<file path="config.mk">
export PLATFORM = sky130hd
export DESIGN_NAME = dmem_arbiter
export DESIGN_NICKNAME = d
export VERILOG_FILES = /design/src/rtl/dmem_arb_pkg.sv /design/src/rtl/dmem_arb_starve_cnt.sv /design/src/rtl/dmem_arbiter.sv
export SDC_FILE = /design/constraint.sdc
export NUM_CORES = 1
export LEC_CHECK = 0
export BUFFER_PORTS_ARGS = -buffer_cell sky130_fd_sc_hd__clkbuf_2
export CAP_MARGIN = 10
export CELL_PAD_IN_SITES_DETAIL_PLACEMENT = 2
export CELL_PAD_IN_SITES_GLOBAL_PLACEMENT = 2
export CORE_MARGIN = 2
export CORE_UTILIZATION = 15
export DETAILED_ROUTE_END_ITERATION = 6
export PLACE_DENSITY = 0.81
export SYNTH_ARGS = -nofsm -noshare
export SYNTH_HDL_FRONTEND = slang
export SYNTH_SLANG_ARGS = --single-unit
export TNS_END_PERCENT = 1
</file>
<file path="constraint.sdc">
create_clock -name clk -period 1.9 [get_ports clk]
set_input_delay 0.095 -clock clk [delete_from_list [all_inputs] [get_ports clk]]
set_output_delay 0.095 -clock clk [all_outputs]
set_load 0.01 [all_outputs]
</file>
<file path="src/rtl/dmem_arb_pkg.sv">
`default_nettype none
// ============================================================================
// Module  : dmem_arb_pkg
// Purpose : Shared definitions for the data-memory arbiter: default widths,
//           the starvation threshold default, the arbiter state encoding and
//           a helper that sizes the starvation counter.
// Revision: 1.0 - initial release
// ============================================================================
package dmem_arb_pkg;

  localparam int DMEM_ADDR_W     = 32;
  localparam int DMEM_DATA_W     = 32;
  localparam int DMEM_STARVE_MAX = 8;

  // Two states today; the 2-bit encoding leaves room for more.
  typedef enum logic [1:0] {
    ARB_IDLE = 2'b00,  // core owns the memory
    ARB_LOCK = 2'b01   // aux owns the memory
  } arb_state_t;

  // Width needed to count from 0 up to max_val inclusive.
  function automatic int starve_cnt_w(input int max_val);
    return (max_val < 1) ? 1 : $clog2(max_val + 1);
  endfunction

endpackage
`default_nettype wire

</file>
<file path="src/rtl/dmem_arb_starve_cnt.sv">
`default_nettype none
// ============================================================================
// Module  : dmem_arb_starve_cnt
// Purpose : Saturating count of consecutive idle-state cycles in which the
//           aux requester was denied. When the count reaches STARVE_MAX the
//           aux requester is forced through for one beat.
// Ports   : clk, rst (async, active-low)
//           idle        - arbiter is in its core-owned state
//           aux_valid   - aux request present
//           aux_ready   - aux beat accepted this cycle
//           force_grant - override core priority this cycle
// Revision: 1.0 - initial release
// ============================================================================
module dmem_arb_starve_cnt
  import dmem_arb_pkg::*;
#(
  parameter int STARVE_MAX = DMEM_STARVE_MAX
) (
  input  logic clk,
  input  logic rst,
  input  logic idle,
  input  logic aux_valid,
  input  logic aux_ready,
  output logic force_grant
);

  localparam int               CNT_W = starve_cnt_w(STARVE_MAX);
  localparam logic [CNT_W-1:0] C_MAX = CNT_W'(STARVE_MAX);
  localparam logic [CNT_W-1:0] C_ONE = CNT_W'(1);

  logic [CNT_W-1:0] r_cnt;

  // Any completed beat (forced or not) restarts the count.
  always_ff @(posedge clk or negedge rst) begin
    if (!rst) begin
      r_cnt <= '0;
    end else if (aux_valid && aux_ready) begin
      r_cnt <= '0;
    end else if (idle && aux_valid && (r_cnt != C_MAX)) begin
      r_cnt <= r_cnt + C_ONE;
    end
  end

  assign force_grant = (r_cnt == C_MAX);

endmodule
`default_nettype wire

</file>
<file path="src/rtl/dmem_arbiter.sv">
`default_nettype none
// ============================================================================
// Module  : dmem_arbiter
// Purpose : Shares the single-port data memory between the pipeline memory
//           stage (core, fixed priority) and an auxiliary requester that may
//           lock the memory for multi-beat transfers. While the aux side
//           holds the memory, core_stall freezes the pipeline.
// Ports   : clk, rst (async, active-low)
//           core_req/we/addr/wdata -> core_rdata (comb), core_stall
//           aux_valid/we/lock/addr/wdata -> aux_ready, aux_rvalid, aux_rdata
//           mem_we/addr/wd -> dmem, mem_rd <- dmem (async read)
// Options : DMEM_ARB_STARVE_GUARD_EN - when defined, a starvation counter
//           forces one aux beat after STARVE_MAX denied idle cycles.
// Revision: 1.0 - initial release
// ============================================================================
module dmem_arbiter
  import dmem_arb_pkg::*;
#(
  parameter int ADDR_W     = DMEM_ADDR_W,
  parameter int DATA_W     = DMEM_DATA_W,
  parameter int STARVE_MAX = DMEM_STARVE_MAX
) (
  input  logic              clk,
  input  logic              rst,
  input  logic              core_req,
  input  logic              core_we,
  input  logic [ADDR_W-1:0] core_addr,
  input  logic [DATA_W-1:0] core_wdata,
  output logic [DATA_W-1:0] core_rdata,
  output logic              core_stall,
  input  logic              aux_valid,
  input  logic              aux_we,
  input  logic              aux_lock,
  input  logic [ADDR_W-1:0] aux_addr,
  input  logic [DATA_W-1:0] aux_wdata,
  output logic              aux_ready,
  output logic              aux_rvalid,
  output logic [DATA_W-1:0] aux_rdata,
  output logic              mem_we,
  output logic [ADDR_W-1:0] mem_addr,
  output logic [DATA_W-1:0] mem_wd,
  input  logic [DATA_W-1:0] mem_rd
);

  arb_state_t        r_state;
  arb_state_t        w_state_nxt;
  logic              w_idle;
  logic              w_force;
  logic              w_grant_aux;
  logic              w_grant_core;
  logic              w_beat;
  logic              r_aux_rvalid;
  logic [DATA_W-1:0] r_aux_rdata;

  assign w_idle = (r_state == ARB_IDLE);

`ifdef DMEM_ARB_STARVE_GUARD_EN
  dmem_arb_starve_cnt #(
    .STARVE_MAX (STARVE_MAX)
  ) u_starve_cnt (
    .clk         (clk),
    .rst         (rst),
    .idle        (w_idle),
    .aux_valid   (aux_valid),
    .aux_ready   (aux_ready),
    .force_grant (w_force)
  );
`else
  // Strict core priority: the override can never assert. STARVE_MAX is
  // referenced only so the parameter list is the same in both builds.
  assign w_force = (STARVE_MAX < 0);
`endif

  // State register
  always_ff @(posedge clk or negedge rst) begin
    if (!rst) begin
      r_state <= ARB_IDLE;
    end else begin
      r_state <= w_state_nxt;
    end
  end

  // Grants, memory mux, handshake outputs and next state. Grants are
  // qualified with rst so nothing is accepted or written while in reset.
  always_comb begin
    w_state_nxt  = r_state;
    w_grant_aux  = 1'b0;
    w_grant_core = 1'b0;
    mem_we       = 1'b0;
    mem_addr     = '0;
    mem_wd       = '0;

    w_grant_aux  = rst & ((r_state == ARB_LOCK) |
                          (w_idle & aux_valid & (~core_req | w_force)));
    w_grant_core = rst & core_req & ~w_grant_aux;

    if (w_grant_aux) begin
      mem_addr = aux_addr;
      mem_wd   = aux_wdata;
      mem_we   = aux_valid & aux_we;
    end else if (w_grant_core) begin
      mem_addr = core_addr;
      mem_wd   = core_wdata;
      mem_we   = core_we;
    end

    case (r_state)
      ARB_IDLE: if (w_beat && aux_lock) w_state_nxt = ARB_LOCK;
      // Ownership is released on the first cycle lock drops, beat or not.
      ARB_LOCK: if (!aux_lock)          w_state_nxt = ARB_IDLE;
      default:                          w_state_nxt = ARB_IDLE;
    endcase
  end

  assign aux_ready  = w_grant_aux & aux_valid;
  assign w_beat     = aux_valid & aux_ready;
  assign core_stall = core_req & w_grant_aux;
  assign core_rdata = mem_rd;

  // Registered aux read response; data holds until the next read beat.
  always_ff @(posedge clk or negedge rst) begin
    if (!rst) begin
      r_aux_rvalid <= 1'b0;
      r_aux_rdata  <= '0;
    end else begin
      r_aux_rvalid <= w_beat & ~aux_we;
      if (w_beat && !aux_we) begin
        r_aux_rdata <= mem_rd;
      end
    end
  end

  assign aux_rvalid = r_aux_rvalid;
  assign aux_rdata  = r_aux_rdata;

endmodule
`default_nettype wire

</file>
==> impl_results.md, run 1 <==
- Layout Skew: 4.17 ps
- GPL Wtd Cong: 0.670
- Clk sinks: 34
- Worst Path Max Fanout: 64
- Starting density of the core: 15.2%
- RSZ-0062 raised after global routing: no
- Die height: 128 um
- PD cells: 770 nW/um^2
- Hpwl dp: 9830 um
- Layout cells sized above 1: 76.5%
- First-pass GRT wire length: 16400 um
- Row count: 45
- Yosys top cell area share: 37.0%
- Final Cycle Share: 95.4%
- N_diodes: 0
- Ys Warns: 0
- Area of the core: 15100 um^2
- Vias: 2650
- CP Capture Type: output port
- Synth Area per Inst: 12.0 um^2
- Total grt overflow: 0
- CTS buffer count: 5
- Critical path type: input port to output port
- Relative slew slack: 62.5%
- Tot GR Track Use: 13.1%
- Leak pwr: 2.37 nW
- First-pass DRT Iterations: 3
- Post-Syn Area: 2300 um^2
- Total Routed Length: 11900 um
- DR iter-0 viols: 68
- Synth cell count leaders: 65 x a22o_1, 34 x dfrtp_1, 32 x buf_4, 29 x mux2_4, 13 x buf_2
- Initial antenna violation count: 0
- CP arrival: 1720 ps
- Worst path required time: 1800 ps
- Dpl cell area: 3750 um^2
- Fmax: 552 MHz
- I/O Buffers: 298
- Layout area overhead: 73.7%
- FFs w/ async S/R, synth: 100%
- Clk pin slew, worst setup/hold paths: 50 ps
- #FFs+latches synth: 34
- Most common cell in the netlist: a22o_1
- Main area contributors after synthesis: dfrtp_1 37%, a22o_1 25%, mux2_4 19%
- Core Util, Final: 26.5%
- Tmin final: 1810 ps
- Design area: 4000 um^2
- Worst vdd ir: 468 uV
- Antenna-violating nets left: 0
- H-tree level count: 2
- CTS resizes: 0
- CTS tree: done
- CTS Root Cell: clkbuf_16
- Crit path launch type: input port
- Final Hold Viols: 0
- TNS Setup: 0 ps
- Top cell type by total area after synthesis: dfrtp_1
- Worst slew pin tran: 563 ps
- Tightest Hold Check Type: input port to register
- Number of global-route vias before repair: 2832
- Longest Clk Path Bufs: 2
- Pwr Total: 0.00308 W
- R2R Setup Slk: 230 ps
- Clock Latency Late Sink: 270 ps
- Wire length per cell: 18.5 um
- IO Pins: 299
- Post-route DRC: 0
- Setup Viol. Count Final: 0
- Sequential share of the synthesized area: 37.0%
- Nets: 622
- Largest net degree at the start of global routing: 66
- Net count after synthesis: 359
- Vias/cell: 4.12
- Status: finished, final reports clean
- Final Max Slew Viols: 0
- Cells after synthesis: 192
- Number of synthesized flops with an enable pin: 0
- Horiz. Die Dim: 128 um
- Max Cap Viol: 0
- Die area: 16300 um^2
- Ys flop type: dfrtp_1
- Cell variety after synth: 17
## sequential cells by signal (all words and copies together) (netlist names)
name        count
aux_rvalid      1
r_state         1
aux_rdata      32
## where the power goes
group	leakage, nW	internal, W	switching [W]
registers	0.409	0.000889	0.000107
logic	1.88	0.000624	0.000521
clock network	0.0829	0.000647	0.000290
total	2.37	0.00216	0.000917
## cells in the final DEF (no fill, tap or decap), types with 2 or more instances in the layout
cell,n
nand2_1,2
mux2_4,29
clkbuf_16,7
clkbuf_2,298
dfrtp_1,34
mux2_2,3
buf_12,3
buf_4,2
a22o_1,65
## cells by family (layout without fill, tap and decap cells)
group	Yosys count	in the layout	share of synthesized area, %
compound gates	69	69	26.0
mux	32	32	20.4
buf+inv	52	315	15.7
flops	34	34	37.0
simple gates	5	5	0.925
## metal layers
metal	GRT usage, %	part of all wire, %	vias to the layer above
li1	-	-	1219
met1	14.9	38	1264
met2	24.4	53	163
met3	3.67	8.4	4
met4	2.33	0.45	0
met5	0	0	-
## final cells by class
cell class,instances,area (um^2)
Inverter,2,7.51
Clock inverter,1,30.0
Sequential cell,34,851
Clock buffer,6,139
Fill cell,1763,11100
Tap cell,188,235
Timing Repair Buffer,306,1630
Multi-Input combinational cell,106,1110
## what timing repair did
action,in CTS,in global routing
buffers inserted,0,1
endpoints found under the hold margin,34,0
hold buffers,1,0
setup endpoints to repair,0,4
## worst paths after layout
check | end | cells after the start | startpoint
hold reg to reg | aux_rdata[6] | 1 | aux_rdata[6]
min in group asynchronous | r_state[0] | 3 | rst
max in group asynchronous | aux_rdata[20] | 3 | rst
setup reg to reg | aux_rdata[6] | 4 | r_state[0]
setup / recovery | mem_addr[25] | 6 | rst
hold / removal | r_state[0] | 2 | aux_lock
## worst max-delay path: stages
cell           delay (ps)
dlygate4sd3_1         530
clkbuf_2              140
a21boi_4              200
buf_12                270
a22o_1                260
clkbuf_2              170
## stage by stage
step	instances	setup slack, ps	hold slack, ps
6_report	643	87.0	45.9
5_1_grt	643	14.7	54.6
4_1_cts	640	30.3	47.0
3_5_place_dp	632	218	234
3_3_place_gp	632	272	193
2_1_floorplan	192	555	-201
Power figures use the tool's default switching activity.
==> run 2: changes to the inputs <==
--- a/config.mk
+++ b/config.mk
@@ -10,9 +10,9 @@
 export CELL_PAD_IN_SITES_DETAIL_PLACEMENT = 2
 export CELL_PAD_IN_SITES_GLOBAL_PLACEMENT = 2
 export CORE_MARGIN = 2
-export CORE_UTILIZATION = 15
+export CORE_UTILIZATION = 16
 export DETAILED_ROUTE_END_ITERATION = 6
-export PLACE_DENSITY = 0.81
+export PLACE_DENSITY_LB_ADDON = 0.2
 export SYNTH_ARGS = -nofsm -noshare
 export SYNTH_HDL_FRONTEND = slang
 export SYNTH_SLANG_ARGS = --single-unit
==> constraint.sdc (replaced) <==
create_clock -name clk -period 2.2 [get_ports clk]
set_input_delay 0.11 -clock clk [delete_from_list [all_inputs] [get_ports clk]]
set_output_delay 0.11 -clock clk [all_outputs]
set_load 0.01 [all_outputs]
==> impl_results.md, run 2 (synthesized netlist as in run 1, its figures left out) <==
- Final Max Slew Viols: 0 (unchanged)
- Die area: 15400 um^2 (-6.1%)
- Tightest Hold Check Type: input port to register
- Post-route setup slack: 198 ps (+111 ps)
- H-tree level count: 2 (unchanged)
- IO Pins: 299 (unchanged)
- Tot GR Track Use: 14.1% (+1.0 points)
- Starting density of the core: 16.4% (+1.2 points)
- Longest Clk Path Bufs: 2 (unchanged)
- Hold path start: aux_lock
- CTS resizes: 0 (unchanged)
- Total grt overflow: 0 (unchanged)
- Crit path launch type: input port
- Vias: 2608 (-1.6%)
- DR iter-0 viols: 89 (+31%)
- Status: finished, final reports clean
- Layout area overhead: 69.4%
- Initial antenna violation count: 0 (unchanged)
- Clk sinks: 34 (unchanged)
- First-pass DRT Iterations: 4 (+1)
- Largest net degree at the start of global routing: 65 (-1.5%)
- Area of the core: 14000 um^2 (-7.3%)
- Layout Skew: 6.17 ps (+2.00 ps)
- Tmin final: 2000 ps
- Commonest non-fill, non-tap cell in the layout: clkbuf_2
- Row count: 43 (-4.4%)
- Most frequent cells in the layout: 298 x clkbuf_2, 65 x a22o_1, 34 x dfrtp_1
- Critical path type: input port to output port
- Number of global-route vias before repair: 2805 (-0.95%)
- N_diodes: 0 (unchanged)
- Wire length per cell: 18.9 um (+2.3%)
- Pwr Total: 0.00263 W (-15%)
- Final Hold Viols: 0 (unchanged)
- Worst vdd ir: 399 uV (-15%)
- Core Util, Final: 27.9% (+1.4 points)
- Hold_ws: 51.5 ps (+5.60 ps)
- Post-route DRC: 0 (unchanged)
- Nets: 619 (-0.48%)
- Crit-path cells: dlygate4sd3_1 > clkbuf_2 > nand2_1 > nor2_4 > buf_4 > a22o_1 > clkbuf_2
- Clock Latency Late Sink: 280 ps (about the same)
- CP arrival: 1890 ps (+170 ps)
- I/O Buffers: 298 (unchanged)
- R2R Setup Slk: 310 ps (+80 ps)
- CTS tree: done
- Layout cells sized above 1: 75.9% (-0.55 points)
- Antenna-violating nets left: 0 (unchanged)
- First-pass GRT wire length: 16400 um (+0.26%)
- Clk pin slew, worst setup/hold paths: 60 ps (about the same)
- Crit-path max cell delay: 570 ps (+40 ps)
- Hpwl dp: 10100 um (+2.7%)
- Max FFs per register: 32 (unchanged)
- Max Cap Viol: 0 (unchanged)
- Worst Path Max Fanout: 41 (-36%)
- Total Routed Length: 12000 um (+0.76%)
- CP dominant cell by count: clkbuf_2
- TNS Setup: 0 ps (unchanged)
- Die height: 124 um (-3.1%)
- Final Cycle Share: 91.0%
- CP max-delay cell: dlygate4sd3_1
- Worst path required time: 2090 ps (+290 ps)
- Horiz. Die Dim: 124 um (-3.1%)
- Worst slew pin tran: 997 ps (+434 ps)
- CTS buffer count: 5 (unchanged)
- Fmax: 499 MHz
- Setup bufs post-CTS: 0 (unchanged)
- Relative slew slack: 33.5% (-29 points)
- Setup Viol. Count Final: 0 (unchanged)
- Vias/cell: 4.12 (about the same)
- RSZ-0062 raised after global routing: no
- CTS Root Cell: clkbuf_16
- Start of the worst register-to-register path: r_state[0]
- CP Capture Type: output port
- GPL Wtd Cong: 0.686 (+2.3%)
- DP Worst Slack: 271 ps (+53.4 ps)
- Leak pwr: 2.34 nW (-1.6%)
- PD cells: 674 nW/um^2 (-12%)
- CP startpoint: rst
-- run 2: area by class of cell --
class	instances	area, um^2
Tap cell	180	225
Clock inverter	1	30.0
Multi-Input combinational cell	106	1110
Sequential cell	34	851
Fill cell	1633	10100
Clock buffer	7	133
Timing Repair Buffer	303	1540
Inverter	2	7.51
-- run 2: routing by layer --
metal	global-route usage, %	vias up	share of wire (%)
li1	-	1211	-
met1	15.3	1227	35
met2	26.3	160	53
met3	5.22	10	12
met4	2.46	0	0.59
met5	0	-	0
-- run 2: final timing paths --
kind                                 end  cells past startpoint
min reg2reg                 aux_rdata[6]                      1
min in group asynchronous     r_state[0]                      3
min                           r_state[0]                      2
max                            mem_wd[1]                      7
max in group asynchronous  aux_rdata[20]                      3
max reg2reg                 aux_rdata[4]                      3
-- run 2: power breakdown --
| part | switching (W) | internal [W] |
|---|---|---|
| sequential | 0.0000877 | 0.000767 |
| combinational | 0.000449 | 0.000523 |
| clock | 0.000266 | 0.000536 |
-- run 2: stage by stage --
stage          cells  instance area, um^2
2_1_floorplan    192                 2300
3_3_place_gp     624                 3730
3_5_place_dp     624                 3730
4_1_cts          633                 3900
5_1_grt          633                 3900
6_report         633                 3900
-- run 2: critical path: cells and delay by family --
kind	cells	cell delay [ps]
and+or+nand+nor	2	200
AOI/OAI and AO/OA	1	250
buffers and inverters	4	1320
-- run 2: what timing repair did --
action	CTS	global route
endpoints found under the setup margin	0	0
hold buffers	1	0
endpoints found under the hold margin	34	0
==> run 3: changes to the inputs <==
--- a/config.mk
+++ b/config.mk
@@ -5,12 +5,13 @@
 export SDC_FILE = /design/constraint.sdc
 export NUM_CORES = 1
 export LEC_CHECK = 0
+export ABC_AREA = 1
 export BUFFER_PORTS_ARGS = -buffer_cell sky130_fd_sc_hd__clkbuf_2
 export CAP_MARGIN = 10
 export CELL_PAD_IN_SITES_DETAIL_PLACEMENT = 2
 export CELL_PAD_IN_SITES_GLOBAL_PLACEMENT = 2
 export CORE_MARGIN = 2
-export CORE_UTILIZATION = 16
+export CORE_UTILIZATION = 15
 export DETAILED_ROUTE_END_ITERATION = 6
 export PLACE_DENSITY_LB_ADDON = 0.2
 export SYNTH_ARGS = -nofsm -noshare
==> impl_results.md, run 3 <==
- Worst vdd ir: 250 uV (-37%)
- TNS Setup: 0 ps (unchanged)
- Vias/cell: 4.11 (-0.19%)
- Clk pin slew, worst setup/hold paths: 60 ps (about the same)
- Global route hottest layer: met2
- Int Pwr: 0.00159 W (-13%)
- Fmax: 504 MHz (+0.82%)
- Tmin final: 1990 ps (-16.4 ps)
- Initial antenna violation count: 0 (unchanged)
- FFs w/ async S/R, synth: 100% (unchanged)
- Tot GR Track Use: 14.7% (+0.59 points)
- Commonest non-fill, non-tap cell in the layout: clkbuf_2
- Die height: 135 um (+8.6%)
- Comb pwr share: 36.4% (-0.6 points)
- CP max-delay cell: dlygate4sd3_1
- IO Pins: 299 (unchanged)
- Status: finished, final reports clean
- Layout Skew: 1.91 ps (-4.26 ps)
- Longest Clk Path Bufs: 2 (unchanged)
- Row count: 47 (+9.3%)
- Number of synthesized flops with an enable pin: 0 (unchanged)
- Max Cap Viol: 0 (unchanged)
- Total grt overflow: 0 (unchanged)
- Number of global-route vias before repair: 3860 (+38%)
- Net count after synthesis: 564 (+57%)
- Antenna-violating nets left: 0 (unchanged)
- Final Hold Viols: 0 (unchanged)
- CP dominant cell by count: clkbuf_2
- Post-route DRC: 0 (unchanged)
- Hpwl dp: 11200 um (+11%)
- Sequential share of the synthesized area: 33.3% (-3.7 points)
- Post-Syn Area: 2560 um^2 (+11%)
- Synth Area per Inst: 6.45 um^2 (-46%)
- #FFs+latches synth: 34 (unchanged)
- Cell variety after synth: 15 (-2)
- N_diodes: 0 (unchanged)
- Clock Latency Late Sink: 280 ps (about the same)
- Horiz. Die Dim: 135 um (+8.6%)
- Ys flop type: dfrtp_1
- Seq pwr share: 34.5% (+2.0 points)
- Final Cycle Share: 90.3% (-0.74 points)
- Tightest Hold Check Type: input port to register
- Met2 Usage GRT: 27.7% (+1.4 points)
- Die area: 18100 um^2 (+18%)
- Relative slew slack: 61.9% (+28 points)
- Routing usage on met3: 4.95% (-0.26 points)
- CTS tree: done
- Crit-path cells: dlygate4sd3_1 > clkbuf_2 > inv_1 > a21oi_4 > buf_12 > nand2_1 > o21ai_0 > clkbuf_2
- I/O Buffers: 298 (unchanged)
- CP arrival: 1880 ps (about the same)
- Worst path required time: 2090 ps (about the same)
- Ys Warns: 0 (unchanged)
- Worst path bufs/invs: 5 (+1)
- Yosys top cell area share: 33.3% (-3.7 points)
- Top cell type by total area after synthesis: dfrtp_1
- CP Capture Type: output port
- Largest net degree at the start of global routing: 77 (+18%)
- P_sw: 0.000859 W (+7.0%)
- Vias: 3594 (+38%)
- Layout cells sized above 1: 48.2% (-28 points)
- Layout area overhead: 63.4%
- Design area: 4180 um^2 (+7.2%)
- Reg area: 851 um^2 (unchanged)
- RSZ-0062 raised after global routing: no
- CTS Root Cell: clkbuf_16
- Leak pwr: 2.64 nW (+13%)
- Final Max Slew Viols: 0 (unchanged)
- Fillers: 2095 (+28%)
- Most common cell in the netlist: nand2_1
- Setup Viol. Count Final: 0 (unchanged)
- H-tree level count: 2 (unchanged)
- Dpl cell area: 4020 um^2 (+8.0%)
- CP top delay family: buffers and inverters
- M1 GR Usage: 15.2% (-0.051 points)
- Setup bufs post-CTS: 0 (unchanged)
- GPL Wtd Cong: 0.763 (+11%)
- Nets: 820 (+32%)
- Worst slew pin tran: 571 ps (-426 ps)
- CTS resizes: 0 (unchanged)
- Cells after synthesis: 397 (+110%)
- Core Util, Final: 25.1% (-2.8 points)
- Worst Path Max Fanout: 76 (+85%)
- Area of the multi-input gates: 1070 um^2 (-3.8%)
- Total Routed Length: 13500 um (+13%)
- First-pass DRT Iterations: 4 (unchanged)
- Most frequent cells in the layout: 298 x clkbuf_2, 131 x nand2_1, 70 x inv_1
- Hold-fix buffers at CTS: 1 (unchanged)
- Clk sinks: 34 (unchanged)
- Synth cell count leaders: 131 x nand2_1, 70 x inv_1, 64 x o21ai_0, 34 x dfrtp_1, 34 x nand4_1
- Wire length per cell: 15.5 um (-18%)
- CTS buffer count: 5 (unchanged)
- DR iter-0 viols: 55 (-38%)
- Max FFs per register: 32 (unchanged)
- Main area contributors after synthesis: dfrtp_1 33%, nand2_1 19%, o21ai_0 13%
- First-pass GRT wire length: 21000 um (+28%)
- Area of the core: 16600 um^2 (+19%)
- Crit path launch type: input port
- Clock Power Share: 29.1% (-1.4 points)
- Sw frac: 35.0% (+4.5 points)
- Critical path type: input port to output port
- Starting density of the core: 15.4% (-1.1 points)
- PD cells: 587 nW/um^2 (-13%)
- Crit-path max cell delay: 540 ps (-30 ps)
-- run 3: cell count changes after synthesis, moves of 29 or more --
| cell | before | now |
|---|---|---|
| mux2_4 | 29 | 0 |
| a22o_1 | 65 | 0 |
| nand4_1 | 0 | 34 |
| nand2_1 | 2 | 131 |
| inv_1 | 1 | 70 |
| o21ai_0 | 0 | 64 |
-- run 3: power by group through the flow --
stage	Clock, W	Combinational [W]	Sequential [W]
2_1_floorplan	0	0.000361	0.000916
3_3_place_gp	0	0.000893	0.000855
3_5_place_dp	0	0.000917	0.000860
4_1_cts	0.000746	0.000924	0.000850
5_1_grt	0.000768	0.00101	0.000865
6_report	0.000715	0.000892	0.000846
-- run 3: area by class of cell --
type,count,share of cell area (%)
Timing Repair Buffer,307,37.7
Clock inverter,1,0.120
Clock buffer,7,3.41
Sequential cell,34,20.4
Multi-Input combinational cell,234,25.5
Inverter,71,6.38
Tap cell,220,6.58
-- run 3: cells by family (layout without fill, tap and decap cells) --
family | Yosys count | in the layout | synth area share [%]
AND/OR/NAND/NOR | 167 | 167 | 27.9
buffers and inverters | 129 | 386 | 25.3
AO/OA/AOI/OAI | 67 | 67 | 13.5
flip-flops | 34 | 34 | 33.3
-- run 3: path summary, 6_finish.rpt --
| path | from | end | slack (ps) | cells past startpoint |
|---|---|---|---|---|
| setup / recovery | rst | mem_addr[8] | 210 | 8 |
| hold reg to reg | aux_rdata[27] | aux_rdata[27] | 480 | 2 |
| max in group asynchronous | rst | aux_rdata[18] | 1310 | 3 |
| hold / removal | aux_lock | r_state[0] | 40 | 3 |
| min in group asynchronous | rst | r_state[0] | 210 | 2 |
| setup reg to reg | r_state[0] | r_state[0] | 820 | 5 |
-- run 3: through the flow --
stage	worst slack, ps	std cells	total power (W)	hold WS (ps)
after CTS	169	874	0.00252	34.6
after detailed placement	578	865	0.00178	-63.7
after global placement	602	865	0.00175	-73.7
after floorplan	873	397	0.00128	-186
final	214	874	0.00245	36.5
after global routing	37.3	874	0.00264	51.4
-- run 3: tightest hold or removal path, delay by kind of cell --
family | cells | cell delay (ps)
buf+inv | 2 | 130
compound gates | 1 | 40
-- run 3: layer usage --
layer,wire length [um],vias to the layer above
li1,-,1719
met1,4810,1683
met2,7130,175
met3,1250,17
met4,327,0
met5,0,-
